### src/rtl/zero_flag_pipe.sv
// ---------------------------------------------------------------------------
// zero_flag_pipe
//
// Pipelined zero detector for the ALU flag path. A WIDTH-bit value is padded
// with zeros on the MSB side to GROUP**LEVELS bits. It is then reduced by
// LEVELS registered stages. Each stage ORs GROUP-bit slices of the previous
// stage. The final single OR bit is inverted to give the zero flag. The sign
// bit (negative flag) travels alongside its sample. A saturating counter
// tallies delivered zero results.
//
// Parameters
//   WIDTH    data width tested for zero (>= 2)
//   GROUP    fan-in of each reduction stage (>= 2)
//   COUNT_W  width of the zero-result counter
//
// Ports
//   clk         in   rising-edge clock
//   reset       in   asynchronous, active-low reset
//   in_valid    in   in_data valid this cycle
//   in_ready    out  block accepts in_data this cycle
//   in_data     in   WIDTH-bit value to test
//   out_valid   out  flags valid
//   out_ready   in   consumer takes the flags this cycle
//   zero        out  1 when the sample was all zeros
//   negative    out  MSB of the same sample
//   clr_count   in   synchronous clear of zero_count (wins over increment)
//   zero_count  out  saturating count of delivered zero results
// ---------------------------------------------------------------------------
module zero_flag_pipe #(
  parameter int WIDTH   = 64,
  parameter int GROUP   = 4,
  parameter int COUNT_W = 8
) (
  input  logic               clk,
  input  logic               reset,
  input  logic               in_valid,
  output logic               in_ready,
  input  logic [WIDTH-1:0]   in_data,
  output logic               out_valid,
  input  logic               out_ready,
  output logic               zero,
  output logic               negative,
  input  logic               clr_count,
  output logic [COUNT_W-1:0] zero_count
);

  // Smallest number of GROUP-input levels that covers WIDTH bits (at least 1).
  function automatic int calc_levels(input int w, input int g);
    int     l;
    longint span;
    l    = 0;
    span = 1;
    while (span < longint'(w)) begin
      span = span * longint'(g);
      l++;
    end
    if (l < 1) l = 1;
    return l;
  endfunction

  function automatic int pow_int(input int b, input int e);
    int r;
    r = 1;
    for (int i = 0; i < e; i++) r = r * b;
    return r;
  endfunction

  // All stage vectors are packed into one flat bus. Stage j is
  // GROUP**(lv-j) bits wide. This returns the bit offset of stage k.
  function automatic int stage_off(input int k, input int g, input int lv);
    int off;
    off = 0;
    for (int j = 0; j < k; j++) off = off + pow_int(g, lv - j);
    return off;
  endfunction

  localparam int LEVELS = calc_levels(WIDTH, GROUP);
  localparam int PADW   = pow_int(GROUP, LEVELS);
  localparam int BUSW   = stage_off(LEVELS + 1, GROUP, LEVELS);
  localparam logic [COUNT_W-1:0] COUNT_MAX = {COUNT_W{1'b1}};

  wire [BUSW-1:0] data_bus;
  wire [LEVELS:0] valid_bus;
  wire [LEVELS:0] neg_bus;

  logic stall;
  logic advance;
  logic deliver;

  // The whole pipe freezes while the consumer refuses a valid result.
  // No bubble squeezing: one global enable keeps every stage in lockstep.
  assign stall    = out_valid & ~out_ready;
  assign advance  = ~stall;
  assign in_ready = advance;
  assign deliver  = out_valid & out_ready;

  assign valid_bus[0] = in_valid;
  assign neg_bus[0]   = in_data[WIDTH-1];

  // Stage 0 is the raw input. It is zero-padded on the MSB side so that
  // every stage divides evenly by GROUP. Zero bits never change an OR.
  if (PADW > WIDTH) begin : g_pad
    assign data_bus[PADW-1:WIDTH] = '0;
    assign data_bus[WIDTH-1:0]    = in_data;
  end else begin : g_nopad
    assign data_bus[PADW-1:0] = in_data;
  end

  for (genvar k = 1; k <= LEVELS; k++) begin : g_stage
    localparam int IW   = pow_int(GROUP, LEVELS - k + 1);
    localparam int OW   = pow_int(GROUP, LEVELS - k);
    localparam int IOFF = stage_off(k - 1, GROUP, LEVELS);
    localparam int OOFF = stage_off(k, GROUP, LEVELS);

    logic [IW-1:0] src;
    logic [OW-1:0] or_vec;
    logic [OW-1:0] data_q;
    logic          valid_q;
    logic          neg_q;

    assign src = data_bus[IOFF +: IW];

    // OR-reduce each GROUP-bit slice of the previous stage.
    always_comb begin
      or_vec = '0;
      for (int i = 0; i < OW; i++) begin
        or_vec[i] = |src[i*GROUP +: GROUP];
      end
    end

    // Data and sign only load with a real sample. A bubble just clears the
    // valid bit, so the flag outputs keep their last values across idle
    // cycles. The last stage resets its OR bit to 1 so that zero reads 0
    // straight out of reset.
    always_ff @(posedge clk or negedge reset) begin
      if (!reset) begin
        valid_q <= 1'b0;
        neg_q   <= 1'b0;
        data_q  <= (k == LEVELS) ? {OW{1'b1}} : {OW{1'b0}};
      end else if (advance) begin
        valid_q <= valid_bus[k-1];
        if (valid_bus[k-1]) begin
          data_q <= or_vec;
          neg_q  <= neg_bus[k-1];
        end
      end
    end

    assign data_bus[OOFF +: OW] = data_q;
    assign valid_bus[k]         = valid_q;
    assign neg_bus[k]           = neg_q;
  end

  assign out_valid = valid_bus[LEVELS];
  assign zero      = ~data_bus[BUSW-1];
  assign negative  = neg_bus[LEVELS];

  // The count only moves when a zero result is actually handed over.
  // A clear beats a simultaneous increment.
  always_ff @(posedge clk or negedge reset) begin
    if (!reset) begin
      zero_count <= '0;
    end else if (clr_count) begin
      zero_count <= '0;
    end else if (deliver && zero && (zero_count != COUNT_MAX)) begin
      zero_count <= zero_count + 1'b1;
    end
  end

endmodule

### config.mk
export PLATFORM = sky130hd
export DESIGN_NAME = zero_flag_pipe
export DESIGN_NICKNAME = d
export VERILOG_FILES = /design/src/rtl/zero_flag_pipe.sv
export SDC_FILE = /design/constraint.sdc
export NUM_CORES = 1
export LEC_CHECK = 0
export ABC_AREA = 1
export CORE_MARGIN = 2
export CORE_UTILIZATION = 36
export DETAILED_ROUTE_END_ITERATION = 10
export MAX_ROUTING_LAYER = met4
export PLACE_DENSITY = 0.76
export SYNTH_ARGS = -nofsm -noshare
export SYNTH_HDL_FRONTEND = slang
export SYNTH_SLANG_ARGS = --single-unit
### constraint.sdc
create_clock -name clk -period 1.2 [get_ports clk]
set_input_delay 0.24 -clock clk [delete_from_list [all_inputs] [get_ports clk]]
set_output_delay 0.24 -clock clk [all_outputs]
set_load 0.02 [all_outputs]
==> results of run 1 <==
[synth_stat cells]
cell / number / area [µm²]
xor2_1: 2 / 17.5
nand3_1: 10 / 50.1
nor2_1: 16 / 60.1
nor3_1: 1 / 5.00
buf_2: 1 / 5.00
nor2_2: 2 / 12.5
nand2_4: 1 / 11.3
ha_1: 1 / 12.5
dfstp_2: 1 / 26.3
o21ai_1: 4 / 20.0
nand2_1: 34 / 128
clkinv_1: 1 / 3.75
inv_1: 16 / 60.1
nor2_4: 1 / 11.3
o21ai_0: 21 / 105
buf_4: 2 / 15.0
a21oi_1: 6 / 30.0
a31oi_1: 2 / 12.5
nor4_1: 18 / 113
nand2_2: 4 / 25.0
inv_2: 1 / 3.75
dfrtp_1: 34 / 851
o22ai_1: 1 / 6.26
nand4_1: 2 / 12.5
clkinv_2: 1 / 5.00
[registers in the layout, summed over array words and instances (netlist names)]
register,cells
g_stage.data_q,21
zero_count,8
negative,1
g_stage.neg_q,2
out_valid,1
g_stage.valid_q,2
[per-stage QoR]
stage               TNS [ns]  area, µm²  cells
floorplan             -0.123       1630    183
global placement      -10.24       2630    331
detailed placement    -10.45       2630    331
CTS                   -0.341       2780    341
global route           -1.84       2960    344
finish                -0.316       2960    344
[cell type report]
cell class                      count  area (µm²)
Inverter                           19        76.3
Multi-Input combinational cell    126         821
Clock buffer                        8         100
Sequential cell                    35         881
Timing Repair Buffer              104        1020
Fill cell                         358        1360
Tap cell                           52        65.1
[power by group through the flow]
stage          clock network [mW]  logic, mW  registers [mW]
3_5_place_dp                    0      0.880            1.58
5_1_grt                      1.00       1.32            1.65
6_report                    0.932       1.19            1.62
3_3_place_gp                    0      0.851            1.57
2_1_floorplan                   0      0.352            1.59
4_1_cts                     0.938      0.933            1.56
[how the worst max path moves through the flow]
stage | start | to | depth (start not counted)
after global placement | out_ready | in_ready | 4
final | zero_count[4] | zero_count[4] | 1
after CTS | zero_count[0] | zero_count[7] | 9
after detailed placement | out_ready | in_ready | 4
after global routing | zero_count[1] | zero_count[1] | 9
after floorplan | zero_count[1] | zero_count[2] | 9
[kinds of logic after synthesis]
family,count (synthesis),share of synthesized area
simple gates,89,0.267
xor+xnor,2,0.0109
flops,35,0.548
fa+ha+maj,1,0.00781
compound gates,34,0.109
buf+inv,22,0.0578
[cells in the final DEF, fill, tap and decap left out, types with 2 or more instances in the layout]
cell type / Yosys / layout
a21oi_1: 6 / 5
a31oi_1: 2 / 2
buf_2: 1 / 8
buf_4: 2 / 16
buf_6: 0 / 6
clkbuf_16: 0 / 2
clkbuf_8: 0 / 7
clkdlybuf4s50_1: 0 / 66
dfrtp_1: 34 / 31
dfrtp_2: 0 / 3
dlygate4sd2_1: 0 / 2
inv_1: 16 / 12
inv_2: 1 / 5
nand2_1: 34 / 16
nand2_2: 4 / 11
nand2_4: 1 / 11
nand3_1: 10 / 9
nand4_1: 2 / 2
nor2_1: 16 / 13
nor2_2: 2 / 3
nor2_4: 1 / 3
nor4_1: 18 / 18
o21ai_0: 21 / 6
o21ai_1: 4 / 10
o21ai_2: 0 / 9
xor2_1: 2 / 2
[repair_timing]
| item | 4_1_cts | 5_1_grt |
|---|---|---|
| buffers inserted | 0 | 1 |
| setup endpoints to repair | 35 | 40 |
| pin swaps | 4 | 3 |
| resized for setup | 54 | 65 |
| gates cloned | 1 | 2 |
| hold buffers | 1 | 0 |
| hold endpoints to repair | 16 | 0 |
[layer usage]
metal  up-vias  part of all wire
met5         -                 0
met1       794              0.39
met3         5             0.059
met4         0             0.014
met2        52              0.54
li1        843                 -
==> flow_summary.yaml, run 1 <==
run_status:
  outcome: "finished, violations left"
  violations: "negative setup slack"
layout:
  area_growth_pct: 84.9
  nNetsFinal: 361
  n_antenna_cell: 0
  drive_gt1_frac: 0.318
  fin_util: 0.685
setup_path:
  worst_setup_path_start_kind: "flip-flop"
  worst-path-max-fanout: 3
  timing.rr.start: "zero_count[1]"
  r2r_slack_ns: -0.05
  cpMaxStageDelayCell: "dfrtp_1"
  crit_path_cell_trace: "dlygate4sd2_1"
  cp.required_ns: 0.96
  cp.arrival_ns: 1.01
  reg2reg_depth: 9
  worstSetupEndpointType: "output pin"
  max_stage_delay_ns: 0.40
  timing.critical_path.buf_inv: 1
  worst_path_dominant_cell_family: "flip-flops"
  worstSetupPathType: "flip-flop to output pin"
  r2r-end: "zero_count[7]"
global_routing:
  grt_max_degree: 20
  grt-ovfl-total: 0
  busiest_layer: "met2"
  grt_util_met1: 0.204
  gr-usage-met3: 0.0399
  grt_util_met2: 0.335
  grt_first_pass_wirelength_um: 7230
  antenna_found_initial: 0
  grt_usage: 0.188
  grt_pass1_vias: 1756
clock_network:
  insertion_delay_ns: 0.29
  cts_tree: "yes"
  ctsHtreeMaxLevel: 2
  clockBufferDepth: 2
  root_buffer: "clkbuf_8"
  cts_buffers: 5
  cts.clk_slew.worst_paths_ns: 0.07
  cts_sinks: 35
logic_synthesis:
  yosys_warnings: 0
  synth_seq_cells: 35
  syn_area_mm2: 0.00160
  seq_area_frac_synth: 0.548
  ys_types: 25
  synth_fp_nets: 253
  syn_inst: 183
  syn_avg_cell_area_um2: 8.75
timing:
  worst_pin_slew_ns: 0.417
  report.final.hold_viol_count: 0
  drv_slew: 0
  fmax_mhz: 799
  relSlewSlack: 0.722
  finalCriticalPeriod_ns: 1.25
  period_share: 1.04
  setup_ws_ns: -0.0519
  hold_ws_ns: 0.412
  rsz0062_at_grt: "yes"
  final-setup-viol-count: 18
  fin_skew_ns: 0.0111
route:
  drc: 0
  wire_per_inst_um: 12.3
  dr.pass1.iters: 4
  viasPerCell: 4.92
  routed_wl_um: 4230
  vias: 1694
  antenna_left: 0
  drt_first_iter_violations: 34
power_and_ir_drop:
  p_per_area_mw_per_mm2: 1260
  ir_worst_vdd_uv: 859
  p_sw_frac: 0.301
  pwr-share-seq: 0.432
  p_leak_nw: 1.28
  p_int_mw: 2.62
  p_sw_mw: 1.13
  finalPower_mw: 3.74
  clkPwrFrac: 0.249
  pwr-share-comb: 0.319
floorplan:
  core_area_mm2: 0.00432
  fp-row-count: 24
  io-pin-count: 81
  die_x_um: 70.7
  die_h_um: 70.7
  initial_core_util: 0.370
  die_area_mm2: 0.00500
placed_design:
  gp_congestion: 0.764
  place_ws_ns: -0.512
  hpwl_um: 3050
  portBuffers: 80
flow_run:
  maxCapViolations: 0
min_path:
  hold_path_class: "primary input to async pin"
No activity file was read; power rests on OpenSTA's default activity.
==> run 2, diff against run 1 <==
- CAP_MARGIN: default -> 10
==> results of run 2 <==
The final DEF is identical to that of run 1; final timing and power are the same.
==> edit 1: new RTL, flow settings as in run 1 <==
Register the output `zero_count` once more, cleared by the reset; this adds one clock of latency there. The other outputs are not delayed to match.
--- a/src/rtl/zero_flag_pipe.sv
+++ b/src/rtl/zero_flag_pipe.sv
@@ -44,4 +44,6 @@
   output logic [COUNT_W-1:0] zero_count
 );
+
+  logic [COUNT_W-1:0] zero_count_s0;
 
   // Smallest number of GROUP-input levels that covers WIDTH bits (at least 1).
@@ -160,9 +162,17 @@
   always_ff @(posedge clk or negedge reset) begin
     if (!reset) begin
+      zero_count_s0 <= '0;
+    end else if (clr_count) begin
+      zero_count_s0 <= '0;
+    end else if (deliver && zero && (zero_count_s0 != COUNT_MAX)) begin
+      zero_count_s0 <= zero_count_s0 + 1'b1;
+    end
+  end
+
+  always_ff @(posedge clk or negedge reset) begin
+    if (!reset) begin
       zero_count <= '0;
-    end else if (clr_count) begin
-      zero_count <= '0;
-    end else if (deliver && zero && (zero_count != COUNT_MAX)) begin
-      zero_count <= zero_count + 1'b1;
+    end else begin
+      zero_count <= zero_count_s0;
     end
   end
Function: changed (Yosys sat finds a counterexample within 10 cycles, from zero or initial values and one cycle with reset low).
==> edit 1 against run 1 <==
- the run still ends with setup timing left
- routed wire length rose by 11%
- sequential cell count is 8 higher
- count of clock-buffer cells in the layout down 3
- synthesized area grew 15%
- total power grew 20%
- clock skew grew 0.0018 ns
- sequential share of layout area grew 4.1 points
- design area up 7.7%
- worst setup slack lost 0.024 ns
- non-clock buffer count grew 1
- worst hold slack worse by 0.11 ns
- largest power group unchanged
==> edit 1: results <==
metrics = {
    "timing": {
        "setup_viol": 11,
        "skew_ns": 0.0129,
        "tns_ns": -0.270,
        "postLayoutSetupSlackWorst_ns": -0.0760,
        "holdWs_ns": 0.299,
    },
    "yosys": {
        "synth_nets": 260,
        "yosysSeqAreaShare_pct": 58.6,
        "avgSynthCellArea_sq_um": 9.68,
        "synth_common_cells": "dfrtp_1 (42), nand2_1 (39), o21ai_1 (21), nor4_1 (20), nand3_1 (13)",
    },
    "grt": {
        "grt_pass1_vias": 1695,
        "use_met1_pct": 20.1,
        "grt_pass1_wl_um": 7120,
        "grtUsageMet2_pct": 28.5,
    },
    "placement": {
        "place_area_sq_um": 2860,
        "dpl.hpwl_um": 3210,
    },
    "outcome": {
        "status": "finished, violations left",
        "violations": "setup timing",
    },
    "routing": {
        "drt_iter0_markers": 87,
        "num_vias": 1762,
    },
    "finish": {
        "clk_share_pct": 2.90,
        "dominant_cells": "sequential cells",
        "multi_input_area_share_pct": 26.5,
        "multi_input_gates": 127,
        "drive_gt1_share_pct": 33.7,
    },
    "clocking": {
        "clk_pin_slew_worst_paths_ns": 0.09,
        "cts_resized": 49,
    },
    "pwr": {
        "power.leakage_uw": 0.00141,
        "switchingPower_uw": 1510,
        "ir_drop_mv": 0.783,
    },
    "critical_path": {
        "cp_max_fo": 2,
    },
}
edit 1: path summary, 6_finish.rpt:
check	start	to	depth (start not counted)
max	g_stage[3].data_q	zero	2
min	reset	zero_count[0]	2
max reg2reg	zero_count_s0[0]	zero_count_s0[0]	8
min reg2reg	zero_count_s0[4]	zero_count[4]	0
max in group asynchronous	reset	g_stage[3].data_q	3
min in group clk	zero_count_s0[4]	zero_count[4]	0
edit 1: worst register-to-register path: stages, from the launching register on:
cell	delay (ns)
dfrtp_1	0.38
ha_2	0.20
nand2_2	0.08
nor2_4	0.11
nand2_4	0.10
nand2_8	0.10
nand2_4	0.07
nand2_1	0.06
nand2_1	0.05
edit 1: power groups by stage:
stage / registers (uW) / clock network [uW] / logic [uW]
after floorplan: 2000 / 0 / 529
after global placement: 1960 / 0 / 1170
after detailed placement: 1970 / 0 / 1220
after CTS: 1950 / 972 / 1320
after global routing: 2040 / 1040 / 1670
final: 2010 / 961 / 1530
==> edit 2: new RTL, config.mk and constraints of run 1 <==
Made on the original files. Set the parameter `WIDTH` to 60 (it was 64).
--- a/src/rtl/zero_flag_pipe.sv
+++ b/src/rtl/zero_flag_pipe.sv
@@ -28,5 +28,5 @@
 // ---------------------------------------------------------------------------
 module zero_flag_pipe #(
-  parameter int WIDTH   = 64,
+  parameter int WIDTH   = 60,
   parameter int GROUP   = 4,
   parameter int COUNT_W = 8
Interface: changed (resized in_data); port bits go from 81 to 77. The function was not compared with the original's and may differ.
==> edit 2 against run 1 <==
- the flow still finishes with violations (setup timing)
- worst setup slack got worse by 0.065 ns
- synthesized area fell by 2.6%
- sequential cell count fell by 1
- clock power fell by 5.6%
- design area fell by 5.5%
- routed wire length rose by 6.2%
- worst hold slack got worse by 0.11 ns
- total power rose by 0.55%
- first-iteration DRC count rose to 2.9 times the old value
- non-clock buffer count fell by 2
- largest cell class unchanged
==> edit 2: results <==
metrics = {
    "placement": {
        "gp_congestion": 0.810,
        "dpl.hpwl_um": 2920,
        "dp.cells": 321,
        "port_buffers": 76,
        "post-place-ws_ns": -0.486,
    },
    "outcome": {
        "violations": "setup timing",
        "status": "finished, violations left",
    },
    "finish": {
        "multi_input_area_share_pct": 24.9,
        "bufAreaShareNonClock_pct": 36.3,
        "multi_input_gates": 124,
        "n_all_buffers": 102,
        "nClkBuffers": 7,
        "top_regs": "g_stage.data_q: 20 flops, zero_count: 8 flops",
        "areaGrowthSynthToFinish_pct": 79.4,
        "final_cells": 337,
    },
    "critical_path": {
        "arrival_ns": 1.08,
        "timing.critical_path.to": "in_ready",
        "cp_max_fo": 2,
        "rr_startpoint": "zero_count[0]",
        "rrSetupSlack_ns": -0.10,
        "r2r-end": "zero_count[1]",
        "worst_r2r_path_depth": 7,
    },
    "pwr": {
        "powerDensity_nw_per_um2": 1350,
        "ir_drop_mv": 0.636,
    },
    "yosys": {
        "avgSynthCellArea_sq_um": 8.67,
        "yosysSeqAreaShare_pct": 54.6,
        "synthAdderAreaFrac_pct": 0.802,
        "synth_compound_area_share_pct": 10.3,
        "synth.distinct_cells": 24,
        "ys_top_cells_by_area": "dfrtp_1 (53%), nand2_1 (9.9%), o21ai_0 (8.0%)",
    },
    "grt": {
        "grt_max_degree": 19,
        "grt_use_total_pct": 19.0,
    },
    "routing": {
        "viasPerCell": 4.97,
    },
    "timing": {
        "postLayoutSetupSlackWorst_ns": -0.117,
        "setup_viol": 30,
        "holdWs_ns": 0.305,
    },
    "clocking": {
        "clock_sinks": 34,
    },
}
==> edit 2: changes by cell type after synthesis, sizes merged <==
cell	before	now
nand2	39	46
nor2	19	14
a21oi	6	2
o21ai	25	28
nand3	10	8
nor3	1	3
a31oi	2	1
buf	3	2
clkbuf	0	1
clkinv	2	1
dfrtp	34	33
inv	17	18
o22ai	1	0
xor2	2	1
==> edit 2: power by group <==
part           internal, uW  switching, uW  leakage, uW  total [uW]
registers              1450            183     0.000402        1630
clock network           463            417    0.0000482         880
logic                   665            591     0.000798        1260
==> edit 2: repair_timing <==
action | in CTS | in global routing
gates cloned | 1 | 2
buffers inserted | 3 | 2
pin swaps | 1 | 6
endpoints found under the hold margin | 0 | 0
resized for setup | 61 | 20
endpoints found under the setup margin | 36 | 39
==> edit 2: routing by layer <==
metal | vias to the layer above | routed length (um) | track usage, %
met5 | - | 0 | -
met4 | 0 | 101 | 7.91
met3 | 10 | 276 | 5.38
met2 | 63 | 2340 | 31.3
met1 | 779 | 1780 | 21.8
li1 | 823 | - | -
